[config.mk]
export PLATFORM = sky130hd
export DESIGN_NAME = doorbell_mbox_flat
export DESIGN_NICKNAME = d
export VERILOG_FILES = /design/src/rtl/doorbell_mbox_if.sv /design/src/rtl/doorbell_mbox.sv /design/src/flat_wrapper.sv
export SDC_FILE = /design/constraint.sdc
export NUM_CORES = 1
export LEC_CHECK = 0
export ABC_AREA = 1
export ABC_CLOCK_PERIOD_IN_PS = 4400
export BUFFER_PORTS_ARGS = -buffer_cell sky130_fd_sc_hd__buf_2
export CORE_ASPECT_RATIO = 0.75
export CORE_MARGIN = 2
export CORE_UTILIZATION = 35
export DETAILED_ROUTE_END_ITERATION = 8
export PLACE_DENSITY_LB_ADDON = 0.05
export SETUP_SLACK_MARGIN = 0.4
export SKIP_CTS_REPAIR_TIMING = 1
export SLEW_MARGIN = 40
export SYNTH_ARGS = -nofsm -noshare
export SYNTH_HDL_FRONTEND = slang
export SYNTH_SLANG_ARGS = --single-unit
[constraint.sdc]
create_clock -name clk_i -period 4.4 [get_ports clk_i]
set_input_delay 0.22 -clock clk_i [delete_from_list [all_inputs] [get_ports clk_i]]
set_output_delay 0.22 -clock clk_i [all_outputs]
set_load 0.03 [all_outputs]
[src/rtl/doorbell_mbox_if.sv]
// doorbell_mbox_if: request/grant register port between a host and the
// doorbell mailbox.
//   req    host -> mbox  access request (accepted in the same cycle)
//   we     host -> mbox  1 = write, 0 = read
//   addr   host -> mbox  byte address, word aligned
//   wdata  host -> mbox  write data
//   gnt    mbox -> host  grant, combinational copy of req
//   rvalid mbox -> host  response valid, one cycle after the accept edge
//   rdata  mbox -> host  read data (0 for writes and errors)
//   err    mbox -> host  unmapped address or illegal access direction
interface doorbell_mbox_if;
  logic        req;
  logic        we;
  logic [7:0]  addr;
  logic [31:0] wdata;
  logic        gnt;
  logic        rvalid;
  logic [31:0] rdata;
  logic        err;

  modport master (
    output req, we, addr, wdata,
    input  gnt, rvalid, rdata, err
  );

  modport slave (
    input  req, we, addr, wdata,
    output gnt, rvalid, rdata, err
  );
endinterface

[src/rtl/doorbell_mbox.sv]
// doorbell_mbox: register front-end that counts doorbell rings per channel
// and drives one level trigger per channel into the downstream doorbell FSM.
// After an ack with work still pending the trigger drops for GapCycles
// cycles so the downstream FSM sees a fresh rising edge per pending ring.
//
// Ports:
//   clk_i         clock
//   rst_i         asynchronous, active-high reset
//   bus           register port (slave side of doorbell_mbox_if)
//   db_trigger_o  per-channel level trigger (flop outputs)
//
// Register map (byte offsets):
//   0x00        RING   (WO) bit i rings channel i
//   0x04        ACK    (WO) bit i acks channel i
//   0x08        STATUS (RW) [15:0] triggers, [31:16] sticky overflow, W1C
//   0x0C+4*i    COUNT_i (RO) pending count of channel i
//
// Per-channel FSM:
//   state   | meaning
//   IDLE    | nothing pending, trigger low
//   ARMED   | at least one ring pending, trigger high
//   GAP     | post-ack quiet time, trigger low, gap timer counting down
module doorbell_mbox #(
  parameter int unsigned NumChannels = 4,
  parameter int unsigned CntWidth    = 4,
  parameter int unsigned GapCycles   = 2
) (
  input  logic                   clk_i,
  input  logic                   rst_i,
  doorbell_mbox_if.slave         bus,
  output logic [NumChannels-1:0] db_trigger_o
);

  localparam int unsigned GapW = (GapCycles < 2) ? 1 : $clog2(GapCycles + 1);

  localparam logic [7:0]          AddrRing   = 8'h00;
  localparam logic [7:0]          AddrAck    = 8'h04;
  localparam logic [7:0]          AddrStatus = 8'h08;
  localparam logic [7:0]          AddrCount0 = 8'h0C;
  localparam logic [CntWidth-1:0] CntOne     = CntWidth'(1);
  localparam logic [CntWidth-1:0] CntMax     = '1;
  localparam logic [GapW-1:0]     GapOne     = GapW'(1);
  localparam logic [GapW-1:0]     GapInit    = GapW'(GapCycles);

  typedef enum logic [1:0] {
    S_IDLE  = 2'd0,
    S_ARMED = 2'd1,
    S_GAP   = 2'd2
  } state_e;

  state_e                 state_q [NumChannels];
  logic [CntWidth-1:0]    count_q [NumChannels];
  logic [GapW-1:0]        gap_q   [NumChannels];
  logic [NumChannels-1:0] trig_q;
  logic [NumChannels-1:0] ovf_q;
  logic                   rvalid_q;
  logic [31:0]            rdata_q;
  logic                   err_q;

  logic                   ring_wr, ack_wr, stat_wr;
  logic [NumChannels-1:0] ring_vec, ack_vec, clr_vec;
  logic [31:0]            rd_val;
  logic                   rd_err;
  logic                   unused_wdata;

  assign bus.gnt      = bus.req;
  assign bus.rvalid   = rvalid_q;
  assign bus.rdata    = rdata_q;
  assign bus.err      = err_q;
  assign db_trigger_o = trig_q;

  // Mask bits at or above NumChannels simply fall off here.
  assign ring_vec     = {NumChannels{ring_wr}} & bus.wdata[NumChannels-1:0];
  assign ack_vec      = {NumChannels{ack_wr}}  & bus.wdata[NumChannels-1:0];
  assign clr_vec      = {NumChannels{stat_wr}} & bus.wdata[16 +: NumChannels];
  assign unused_wdata = ^bus.wdata;

  // Address decode. rd_err flags both unmapped addresses and accesses in the
  // wrong direction; read data is taken from pre-edge state.
  always_comb begin
    ring_wr = 1'b0;
    ack_wr  = 1'b0;
    stat_wr = 1'b0;
    rd_val  = '0;
    rd_err  = 1'b1;
    if (bus.addr == AddrRing) begin
      rd_err  = ~bus.we;
      ring_wr = bus.req & bus.we;
    end else if (bus.addr == AddrAck) begin
      rd_err = ~bus.we;
      ack_wr = bus.req & bus.we;
    end else if (bus.addr == AddrStatus) begin
      rd_err  = 1'b0;
      stat_wr = bus.req & bus.we;
      rd_val[NumChannels-1:0]     = trig_q;
      rd_val[16 +: NumChannels]   = ovf_q;
    end else begin
      for (int i = 0; i < NumChannels; i++) begin
        if (bus.addr == AddrCount0 + 8'(4 * i)) begin
          rd_err = bus.we;
          rd_val = 32'(count_q[i]);
        end
      end
    end
  end

  always_ff @(posedge clk_i or posedge rst_i) begin
    if (rst_i) begin
      for (int i = 0; i < NumChannels; i++) begin
        state_q[i] <= S_IDLE;
        count_q[i] <= '0;
        gap_q[i]   <= '0;
      end
      trig_q   <= '0;
      ovf_q    <= '0;
      rvalid_q <= 1'b0;
      rdata_q  <= '0;
      err_q    <= 1'b0;
    end else begin
      rvalid_q <= bus.req;
      err_q    <= bus.req & rd_err;
      rdata_q  <= (bus.req && !bus.we && !rd_err) ? rd_val : '0;
      ovf_q    <= ovf_q & ~clr_vec;

      for (int i = 0; i < NumChannels; i++) begin
        case (state_q[i])
          S_IDLE: begin
            if (ring_vec[i]) begin
              state_q[i] <= S_ARMED;
              count_q[i] <= CntOne;
              trig_q[i]  <= 1'b1;
            end
          end
          S_ARMED: begin
            if (ring_vec[i]) begin
              if (count_q[i] == CntMax) ovf_q[i] <= 1'b1;
              else count_q[i] <= count_q[i] + CntOne;
            end else if (ack_vec[i]) begin
              count_q[i] <= count_q[i] - CntOne;
              trig_q[i]  <= 1'b0;
              if (count_q[i] == CntOne) begin
                state_q[i] <= S_IDLE;
              end else begin
                state_q[i] <= S_GAP;
                gap_q[i]   <= GapInit;
              end
            end
          end
          S_GAP: begin
            // Terminal count at 1 so the trigger rises exactly GapCycles
            // cycles after the ack edge. Acks here are ignored.
            if (gap_q[i] == GapOne) begin
              state_q[i] <= S_ARMED;
              trig_q[i]  <= 1'b1;
            end else begin
              gap_q[i] <= gap_q[i] - GapOne;
            end
            if (ring_vec[i]) begin
              if (count_q[i] == CntMax) ovf_q[i] <= 1'b1;
              else count_q[i] <= count_q[i] + CntOne;
            end
          end
          default: begin
            state_q[i] <= S_IDLE;
            trig_q[i]  <= 1'b0;
          end
        endcase
      end
    end
  end

endmodule

[src/flat_wrapper.sv]
// flat-port wrapper written by rule: the top's interface ports become plain ports
module doorbell_mbox_flat 
#(
  parameter int unsigned NumChannels = 4,
  parameter int unsigned CntWidth    = 4,
  parameter int unsigned GapCycles   = 2
)
  (clk_i, rst_i, db_trigger_o, bus_req, bus_we, bus_addr, bus_wdata, bus_gnt, bus_rvalid, bus_rdata, bus_err);
  doorbell_mbox_if bus_i ();
  input  logic clk_i;
  input  logic rst_i;
  output logic [NumChannels-1:0] db_trigger_o;
  input wire logic [$bits(bus_i.req)-1:0] bus_req;
  input wire logic [$bits(bus_i.we)-1:0] bus_we;
  input wire logic [$bits(bus_i.addr)-1:0] bus_addr;
  input wire logic [$bits(bus_i.wdata)-1:0] bus_wdata;
  output wire logic [$bits(bus_i.gnt)-1:0] bus_gnt;
  output wire logic [$bits(bus_i.rvalid)-1:0] bus_rvalid;
  output wire logic [$bits(bus_i.rdata)-1:0] bus_rdata;
  output wire logic [$bits(bus_i.err)-1:0] bus_err;
  assign bus_i.req = bus_req;
  assign bus_i.we = bus_we;
  assign bus_i.addr = bus_addr;
  assign bus_i.wdata = bus_wdata;
  assign bus_gnt = bus_i.gnt;
  assign bus_rvalid = bus_i.rvalid;
  assign bus_rdata = bus_i.rdata;
  assign bus_err = bus_i.err;
  doorbell_mbox #(.NumChannels(NumChannels), .CntWidth(CntWidth), .GapCycles(GapCycles)) u_core (.clk_i(clk_i), .rst_i(rst_i), .bus(bus_i), .db_trigger_o(db_trigger_o));
endmodule
==> results of run 1 <==
## stage by stage
step | setup slack [ns] | util, % | hold slack, ns
floorplan | 2.85 | - | 0.251
finish | 2.64 | 38.8 | 0.0976
CTS | 2.63 | 38.8 | 0.101
global route | 2.45 | 38.8 | 0.0971
global placement | 2.59 | 37.3 | 0.400
detailed placement | 2.54 | 37.3 | 0.411
## power groups by stage
stage | clock network (mW) | registers (mW) | logic, mW
final | 0.450 | 0.754 | 1.39
after global routing | 0.478 | 0.781 | 1.61
after CTS | 0.462 | 0.755 | 1.40
after detailed placement | 0 | 0.762 | 1.40
after global placement | 0 | 0.761 | 1.38
after floorplan | 0 | 0.736 | 1.14
## area by class of cell
| type | count | area share [%] |
|---|---|---|
| Clock buffer | 5 | 2.81 |
| Clock inverter | 3 | 0.899 |
| Inverter | 78 | 6.57 |
| Multi-Input combinational cell | 445 | 53.6 |
| Sequential cell | 50 | 28.1 |
| Tap cell | 144 | 4.04 |
| Timing Repair Buffer | 35 | 3.99 |
## Yosys cell counts
cell type	instances	area share (%)
ha_1	32	9.8
o21ai_0	17	2.1
nor2_8	1	0.49
buf_12	1	0.49
xor2_1	8	1.7
dfrtp_1	50	31
nand3_1	54	6.6
a21oi_1	21	2.6
conb_1	1	0.092
nor2_2	10	1.5
inv_2	4	0.37
nand2_1	180	17
nand4_1	7	1.1
buf_2	4	0.49
nor3_1	5	0.61
nor2_1	29	2.7
nand3_2	9	2.2
nand3_4	3	1.3
clkinv_1	1	0.092
nor2_4	3	0.83
inv_1	73	6.7
buf_4	25	4.6
nand2_2	11	1.7
nand2_4	1	0.28
o21ai_2	1	0.21
o21ai_1	18	2.2
clkbuf_1	4	0.37
o21a_1	1	0.18
or2_2	6	0.92
nand3b_1	4	0.73
## final timing paths
kind                                   startpoint                 to  slack, ns  cells past startpoint
worst max-delay path            u_core.state_q[4]    u_core.gap_q[5]       2.64                     10
worst min-delay path                        rst_i  u_core.state_q[6]        0.1                      3
worst max register to register  u_core.state_q[4]    u_core.gap_q[5]       2.64                     10
worst min register to register    u_core.gap_q[4]    u_core.gap_q[4]       0.48                      1
max in group asynchronous                   rst_i  u_core.state_q[4]       3.84                      3
min in group clk_i                        bus_req  u_core.bus.rvalid       0.11                      1
## worst reg2reg max path, stage by stage, from the launching register on
cell     delay, ns
dfrtp_1       0.42
inv_1         0.09
ha_1          0.26
inv_1         0.12
or2_2         0.31
nand2_1       0.06
o21ai_0       0.07
inv_1         0.07
nand3_1       0.09
nor2_1        0.11
a21oi_1       0.04
## logic make-up (layout without fill, tap and decap cells)
logic type               Yosys count  in the layout  synth area share, %
adder cells (fa/ha/maj)           32             32                 9.79
other                              1             24               0.0917
AND/OR/NAND/NOR                  323            323                 37.4
AO/OA/AOI/OAI                     58             58                 7.25
buffers and inverters            112            121                 13.1
XOR/XNOR                           8              8                 1.71
flip-flops                        50             50                 30.6
## flip-flops by register name, summed over array words and instances (netlist names)
name	cells
u_core.bus.err	1
u_core.state_q	8
u_core.bus.rdata	8
u_core.ovf_q	4
u_core.bus.rvalid	1
u_core.count_q	16
u_core.gap_q	8
u_core.db_trigger_o	4
## layer usage
| metal | track usage (%) | vias to the layer above | wire [um] |
|---|---|---|---|
| met1 | 23.0 | 1544 | 4940 |
| li1 | - | 1863 | - |
| met4 | 2.68 | 0 | 58 |
| met5 | 0 | - | 0 |
| met2 | 24.7 | 42 | 4230 |
| met3 | 2.92 | 4 | 282 |
==> flow_summary.yaml, run 1 <==
placement:
  io_buffers: 34
  place_hpwl_um: 7280
  place_area_sq_um: 4290
  place_congestion: 0.830
  dp_cells: 752
finish:
  num-nets-final: 691
  syn2layout_area_growth_pct: 8.97
  design_area_sq_um: 4450
  final_cells: 760
  fillers: 1231
  final_cell_mix: "180 x nand2_1, 72 x inv_1, 54 x nand3_1"
  ff_latch_area_sq_um: 1250
  drive_gt1_share_pct: 15.1
  multiInputGateArea_sq_um: 2390
  final_common_cell: "nand2_1"
  antennaDiodeCount: 0
sta:
  worst_slew_pin_slew_ns: 0.716
  tns_ns: 0
  rsz0062_at_grt: "false"
  slew_headroom_pct: 52.2
  finalHoldViolCount: 0
  fmax_ghz: 0.567
  slew_viol_final: 0
  fin_worst_skew_ns: 0.00360
  setup_viol: 0
  fin_crit_ns: 1.76
  min_period_over_period_pct: 40.1
cts:
  ctsHtreeMaxLevel: 2
  clock_path_buffers: 2
  cts_tree: "done"
  clkTransAtPathRegs_ns: 0.07
  cts_buffers: 5
  cts.sinks: 50
  cts_root_buf: "clkbuf_16"
  insertion_delay_ns: 0.29
critical_path:
  worstSetupPathType: "reg -> reg"
  worst_path_max_delay_cell: "dfrtp_1"
  critPathBufInv: 3
  crit_chain: "inv_1, ha_1, inv_1, or2_2, nand2_1, o21ai_0, inv_1, nand3_1, nor2_1, a21oi_1"
  cp_max_fo: 5
  crit_arrival_ns: 1.95
  crit_path_max_incr_delay_ns: 0.42
  required_ns: 4.59
  crit_family: "simple AND/OR/NAND/NOR gates"
  end_kind: "flop"
  worst_path_most_repeated_cell: "inv_1"
  start_kind: "flop"
detailed_routing:
  ant_nets: 0
  drt_iter0_drc: 188
  drt_drc_violations_left: 0
  vias: 3453
  drt-pass1-iter-count: 4
  vias_per_cell: 4.54
  wl_um: 9500
  wire_per_inst_um: 12.5
logic_synthesis:
  syn-cell-area_sq_um: 4090
  syn_inst: 584
  yosysWarningCount: 0
  ys_seq_area_share_pct: 30.6
  syn_area_per_cell_sq_um: 7.00
  yosysUniqueCellTypes: 30
  ys_seq_elements: 50
outcome:
  status: "finished, final reports clean"
grt:
  grt.total_usage_pct: 15.8
  grt_pass1_wl_um: 15700
  antenna_found_initial: 0
  grt_start_max_net_pins: 51
  grt_pass1_vias: 3173
  gr-total-overflow: 0
power_and_ir_drop:
  switching_power_mw: 1.24
  power_density_nw_per_um2: 583
  power.total_mw: 2.60
  p_seq_share_pct: 29.0
  p_leak_nw: 2.45
  peakVddDrop_mv: 0.225
  p_int_mw: 1.36
  clockPowerShare_pct: 17.3
  pwr-share-comb_pct: 53.7
  p_sw_share_pct: 47.7
die:
  die_w_um: 129
  start_util_pct: 35.6
  die_h_um: 97.6
  core-area_sq_um: 11500
  rows: 34
  num_io_pins: 83
  dieArea_sq_um: 12600
min_path:
  hold_path.class: "in -> async"
run:
  cap_violations: 0
No activity file was read; power rests on OpenSTA's default activity.
==> run 2, diff against run 1 <==
ABC_AREA = 0   (was 1)
ABC_CLOCK_PERIOD_IN_PS = 1500   (was 4400)
clock period = 1.5 ns   (was 4.4 ns; I/O delays follow)
==> run 2 against run 1 <==
Clock skew up 0.0035 ns. Register-to-register slack worse by 2.9 ns. Worst setup slack worse by 3.0 ns. Via count up 31%. Flip-flop and latch count unchanged. The run now ends with setup timing left. Wire length up 45%. Sequential share of layout area down 9.9 points. Clock-buffer cell count up 1. Non-clock buffer count up 168. Area after synthesis up 6.6%. First-iteration DRC count up 14%.
==> flow_summary.yaml, run 2 <==
detailed_routing:
  drt_drc_violations_left: 0
  drt-pass1-iter-count: 4
  drt_iter0_drc: 215
  ant_nets: 0
  wire_per_inst_um: 15.9
  vias_per_cell: 5.20
  vias: 4512
  wl_um: 13800
run:
  cap_violations: 0
sta:
  slew_headroom_pct: 66.2
  finalHoldViolCount: 0
  fin_worst_skew_ns: 0.00712
  fin_crit_ns: 1.82
  min_period_over_period_pct: 122
  worst_slew_pin_slew_ns: 0.506
  tns_ns: -7.68
  setup_viol: 45
  fmax_ghz: 0.548
  setup_slack_ns: -0.324
  slew_viol_final: 0
  hold_slack_ns: 0.0385
  rsz0062_at_grt: "true"
logic_synthesis:
  syn_inst: 524
  ys_seq_elements: 50
  ys_top_cells_by_area: "dfrtp_1 29%, ha_1 9.2%, mux2i_1 4.4%"
  synth.top_cells.by_count: "50 x dfrtp_1, 42 x nand2_1, 39 x nor2_1"
  yosysWarningCount: 0
  yosysUniqueCellTypes: 72
  syn-cell-area_sq_um: 4360
  ys_seq_area_share_pct: 28.7
  yosys.area.top_type: "dfrtp_1"
  synth-edff-count: 0
  yosysTopAreaCellShare_pct: 28.7
  ys.flop_type: "dfrtp_1"
  yosys.cell_count.top_type: "dfrtp_1"
  syn_area_per_cell_sq_um: 8.31
  ys_async_sr_fraction_pct: 100
critical_path:
  worstSetupPathType: "in -> reg"
  crit_family: "simple AND/OR/NAND/NOR gates"
  required_ns: 1.68
  crit_chain: "buf_6, or4_4, buf_8, or3_4, a221o_2, mux2_4"
  worst_path_max_delay_cell: "or4_4"
  rr_worst_depth: 7
  critPathBufInv: 2
  crit_path_max_incr_delay_ns: 0.59
  crit_arrival_ns: 2.01
  cp_max_fo: 6
  start_kind: "primary input"
  path_depth: 6
  end_kind: "flop"
grt:
  gr-total-overflow: 0
  grt_pass1_vias: 4148
  grt_pass1_wl_um: 21000
  grt.total_usage_pct: 19.4
  antenna_found_initial: 0
  grt_start_max_net_pins: 51
outcome:
  violations: "setup timing"
  status: "finished, violations left"
die:
  dieArea_sq_um: 13400
  core-area_sq_um: 12200
  start_util_pct: 35.7
  rows: 35
  die_w_um: 133
  num_io_pins: 83
  die_h_um: 101
placement:
  dp_cells: 834
  place_congestion: 0.856
  place_hpwl_um: 10100
  io_buffers: 34
finish:
  drive_gt1_share_pct: 49.2
  final_util_pct: 56.4
  num-nets-final: 776
  final_common_cell: "buf_4"
  top_register: "u_core.count_q"
  antennaDiodeCount: 0
  largest_register_ffs: 16
  final_cell_mix: "128 x buf_4, 46 x dfrtp_1, 33 x buf_2"
  syn2layout_area_growth_pct: 58.1
  final_cells: 867
cts:
  cts_root_buf: "clkbuf_16"
  clock_path_buffers: 2
  clkTransAtPathRegs_ns: 0.07
  cts_buffers: 5
  cts_tree: "done"
  ctsHtreeMaxLevel: 2
  insertion_delay_ns: 0.29
  cts.sinks: 50
power_and_ir_drop:
  power.total_mw: 12.5
  switching_power_mw: 5.37
  peakVddDrop_mv: 0.691
  power_density_nw_per_um2: 1810
  p_sw_share_pct: 43.0
  pwr-share-comb_pct: 71.9
  p_int_mw: 7.12
  clockPowerShare_pct: 9.8
  p_leak_nw: 3.07
  p_seq_share_pct: 18.3
min_path:
  holdPathStages: 4
  hold_path.class: "in -> reg"
==> run 2: changes by cell type in the layout (fill, tap and decap cells not counted), moves of 7 or more <==
cell and change:
buf_6 +32, and2_1 +7, a31oi_1 +8, a22o_1 +9
a21oi_1 -7, inv_1 -58, mux2i_1 +19, nand2b_1 +10
buf_4 +127, nand3_1 -37, ha_4 +13, ha_1 -18
o21ai_1 -10, nand2_1 -150
==> run 2: area by class of cell <==
class	count	area (sq um)
Clock buffer	6	139
Clock inverter	2	12.5
Fill cell	1110	5330
Inverter	29	125
Multi-Input combinational cell	411	3490
Sequential cell	50	1260
Tap cell	166	208
Timing Repair Buffer	203	1660
==> run 2: metrics by stage <==
step                      worst slack, ns  instance area (sq um)
after global routing               -0.343                   6890
after global placement             -0.684                   5740
final                              -0.324                   6890
after CTS                          -0.446                   5890
after floorplan                    -0.548                   4670
after detailed placement           -0.714                   5740
==> run 2: logic make-up after synthesis <==
family | share of synthesized area, %
muxes | 5.83
adders and majority gates | 9.19
DFF | 28.7
xor gates and xnor gates | 1.01
AOI/OAI and AO/OA | 22.1
and+or+nand+nor | 23.0
buffers and inverters | 10.1
other | 0.0861
==> run 2: worst paths after layout <==
| kind | startpoint | to | slack [ns] |
|---|---|---|---|
| worst max-delay path | bus_addr[1] | u_core.state_q[2] | -0.32 |
| worst min-delay path | bus_wdata[19] | u_core.ovf_q[3] | 0.04 |
| worst max register to register | u_core.state_q[1] | u_core.count_q[1] | -0.28 |
| worst min register to register | u_core.ovf_q[1] | u_core.bus.rdata[17] | 0.49 |
| max in group asynchronous | rst_i | u_core.count_q[0] | 0.84 |
| min in group asynchronous | rst_i | u_core.ovf_q[3] | 0.40 |
==> run 2: power by group through the flow <==
stage / sequential (mW) / clock [mW] / combinational (mW)
3_5_place_dp: 2.24 / 0 / 6.89
2_1_floorplan: 2.24 / 0 / 4.27
5_1_grt: 2.34 / 1.31 / 9.76
4_1_cts: 2.22 / 1.23 / 6.91
6_report: 2.29 / 1.22 / 8.98
3_3_place_gp: 2.22 / 0 / 6.80
==> run 2: worst register-to-register path, delay by kind of cell, from the launching register on <==
kind | cells | cell delay [ns]
AOI/OAI and AO/OA | 2 | 0.27
muxes | 1 | 0.34
and+or+nand+nor | 1 | 0.23
adders and majority gates | 1 | 0.18
DFF | 1 | 0.43
buffers and inverters | 2 | 0.21
==> run 2: layer usage <==
metal / share of wire (%) / up-vias / track usage (%)
met5: 0 / - / 0
met3: 3.4 / 11 / 3.42
met1: 50 / 2187 / 28.6
met2: 45 / 78 / 29.9
met4: 0.92 / 0 / 3.97
li1: - / 2236 / -
==> run 3, diff against run 2 <==
CORE_ASPECT_RATIO = 1.1   (was 0.75)
==> run 3 against run 2 <==
Critical path depth unchanged. Register-to-register slack about the same. Core utilization increased by 1.1 points. Sequential share of layout area decreased by 0.11 points. The run still ends with setup timing left.
==> flow_summary.yaml, run 3 (synthesis gave the netlist of run 2 again) <==
grt:
  gr-total-overflow: 0
  grt_start_max_net_pins: 51
  grt.total_usage_pct: 20.6
  grt_pass1_vias: 4257
  grt_pass1_wl_um: 21400
  antenna_found_initial: 0
detailed_routing:
  wire_per_inst_um: 16.8
  vias: 4580
  drt_drc_violations_left: 0
  vias_per_cell: 5.26
  ant_nets: 0
  drt_iter0_drc: 261
  wl_um: 14600
  drt-pass1-iter-count: 6
finish:
  drive_gt1_share_pct: 50.3
  final_cell_mix: "155 x buf_4, 44 x dfrtp_1, 35 x nand2_1"
  antennaDiodeCount: 0
  fillers: 1122
  num-nets-final: 793
  final_util_pct: 57.5
  final_common_cell: "buf_4"
  syn2layout_area_growth_pct: 59.4
  largest_register_ffs: 16
  top_register: "u_core.count_q"
die:
  core-area_sq_um: 12100
  start_util_pct: 36.0
  die_w_um: 110
  die_h_um: 121
  rows: 42
  dieArea_sq_um: 13400
  num_io_pins: 83
critical_path:
  end_kind: "flop"
  reg2reg_slack_ns: -0.27
  start_kind: "primary input"
  rr_worst_depth: 6
  worstSetupPathType: "in -> reg"
  reg2reg_to: "u_core.state_q[2]"
  r2r_start: "u_core.state_q[3]"
  crit_arrival_ns: 2.03
  startpoint: "bus_addr[1]"
  required_ns: 1.69
  cp_max_fo: 6
  crit_end: "u_core.db_trigger_o[1]"
sta:
  fmax_ghz: 0.542
  min_period_over_period_pct: 123
  slew_viol_final: 0
  rsz0062_at_grt: "true"
  fin_crit_ns: 1.84
  setup_viol: 38
  finalHoldViolCount: 0
  fin_worst_skew_ns: 0.00885
  setup_slack_ns: -0.344
power_and_ir_drop:
  p_leak_nw: 3.14
  peakVddDrop_mv: 1.08
  power_density_nw_per_um2: 1810
cts:
  cts_tree: "done"
  cts_root_buf: "clkbuf_16"
  insertion_delay_ns: 0.31
  cts.sinks: 50
  ctsHtreeMaxLevel: 2
  cts_buffers: 5
  clock_path_buffers: 2
  clkTransAtPathRegs_ns: 0.07
outcome:
  status: "finished, violations left"
  violations: "setup timing"
placement:
  place_congestion: 0.846
  post-place-ws_ns: -0.760
  io_buffers: 34
  place_hpwl_um: 10300
min_path:
  worstHoldStart: "bus_wdata[19]"
  hold_path.class: "in -> reg"
run:
  cap_violations: 0
run 3: cell count changes in the layout (fill, tap and decap cells not counted), sizes merged:
| cell | previous run | this run |
|---|---|---|
| clkinv | 1 | 0 |
| clkinvlp | 2 | 1 |
| buf | 201 | 219 |
run 3: worst min-delay path by stage:
| stage | end | slack [ns] | cells past startpoint |
|---|---|---|---|
| final | u_core.ovf_q[3] | 0.03 | 4 |
| after global routing | u_core.ovf_q[0] | 0.04 | 3 |
| after CTS | u_core.count_q[12] | -0.14 | 3 |
| after detailed placement | u_core.bus.rdata[16] | 0.18 | 3 |
| after global placement | u_core.db_trigger_o[1] | 0.18 | 3 |
| after floorplan | u_core.bus.rvalid | 0.11 | 0 |
run 3: metal layers:
| metal | global-route usage [%] | vias to the layer above | share of wire, % |
|---|---|---|---|
| li1 | - | 2264 | - |
| met1 | 26.4 | 2240 | 44 |
| met2 | 36.1 | 64 | 52 |
| met3 | 2.90 | 12 | 3.0 |
| met4 | 4.84 | 0 | 1.2 |
| met5 | 0 | - | 0 |
run 3: report_power, final:
part	internal (mW)	switching [mW]
clock network	0.659	0.558
logic	4.66	4.42
registers	1.79	0.477
run 3: area by class of cell:
class / count / area [sq um] / share of cell area (%)
Clock buffer: 7 / 143 / 2.05
Inverter: 29 / 123 / 1.77
Multi-Input combinational cell: 411 / 3490 / 50.2
Sequential cell: 50 / 1260 / 18.1
Tap cell: 154 / 193 / 2.77
Timing Repair Buffer: 220 / 1740 / 25.0
run 3: per-stage QoR:
step / TNS (ns) / instances / instance area, sq um / power [mW] / hold slack (ns)
floorplan: -9.58 / 547 / 4670 / 6.52 / 0.106
CTS: -10.09 / 833 / 5880 / 10.4 / -0.141
finish: -6.94 / 871 / 6940 / 12.6 / 0.0337
detailed placement: -22.71 / 826 / 5740 / 9.12 / 0.184
global placement: -21.89 / 826 / 5740 / 9.00 / 0.182
global route: -9.18 / 871 / 6940 / 13.4 / 0.0364
run 3: critical path, cell delays in order:
cell,delay [ns]
buf_6,0.09
or4_4,0.60
buf_6,0.15
or4_4,0.46
a221o_1,0.35
mux2_4,0.30
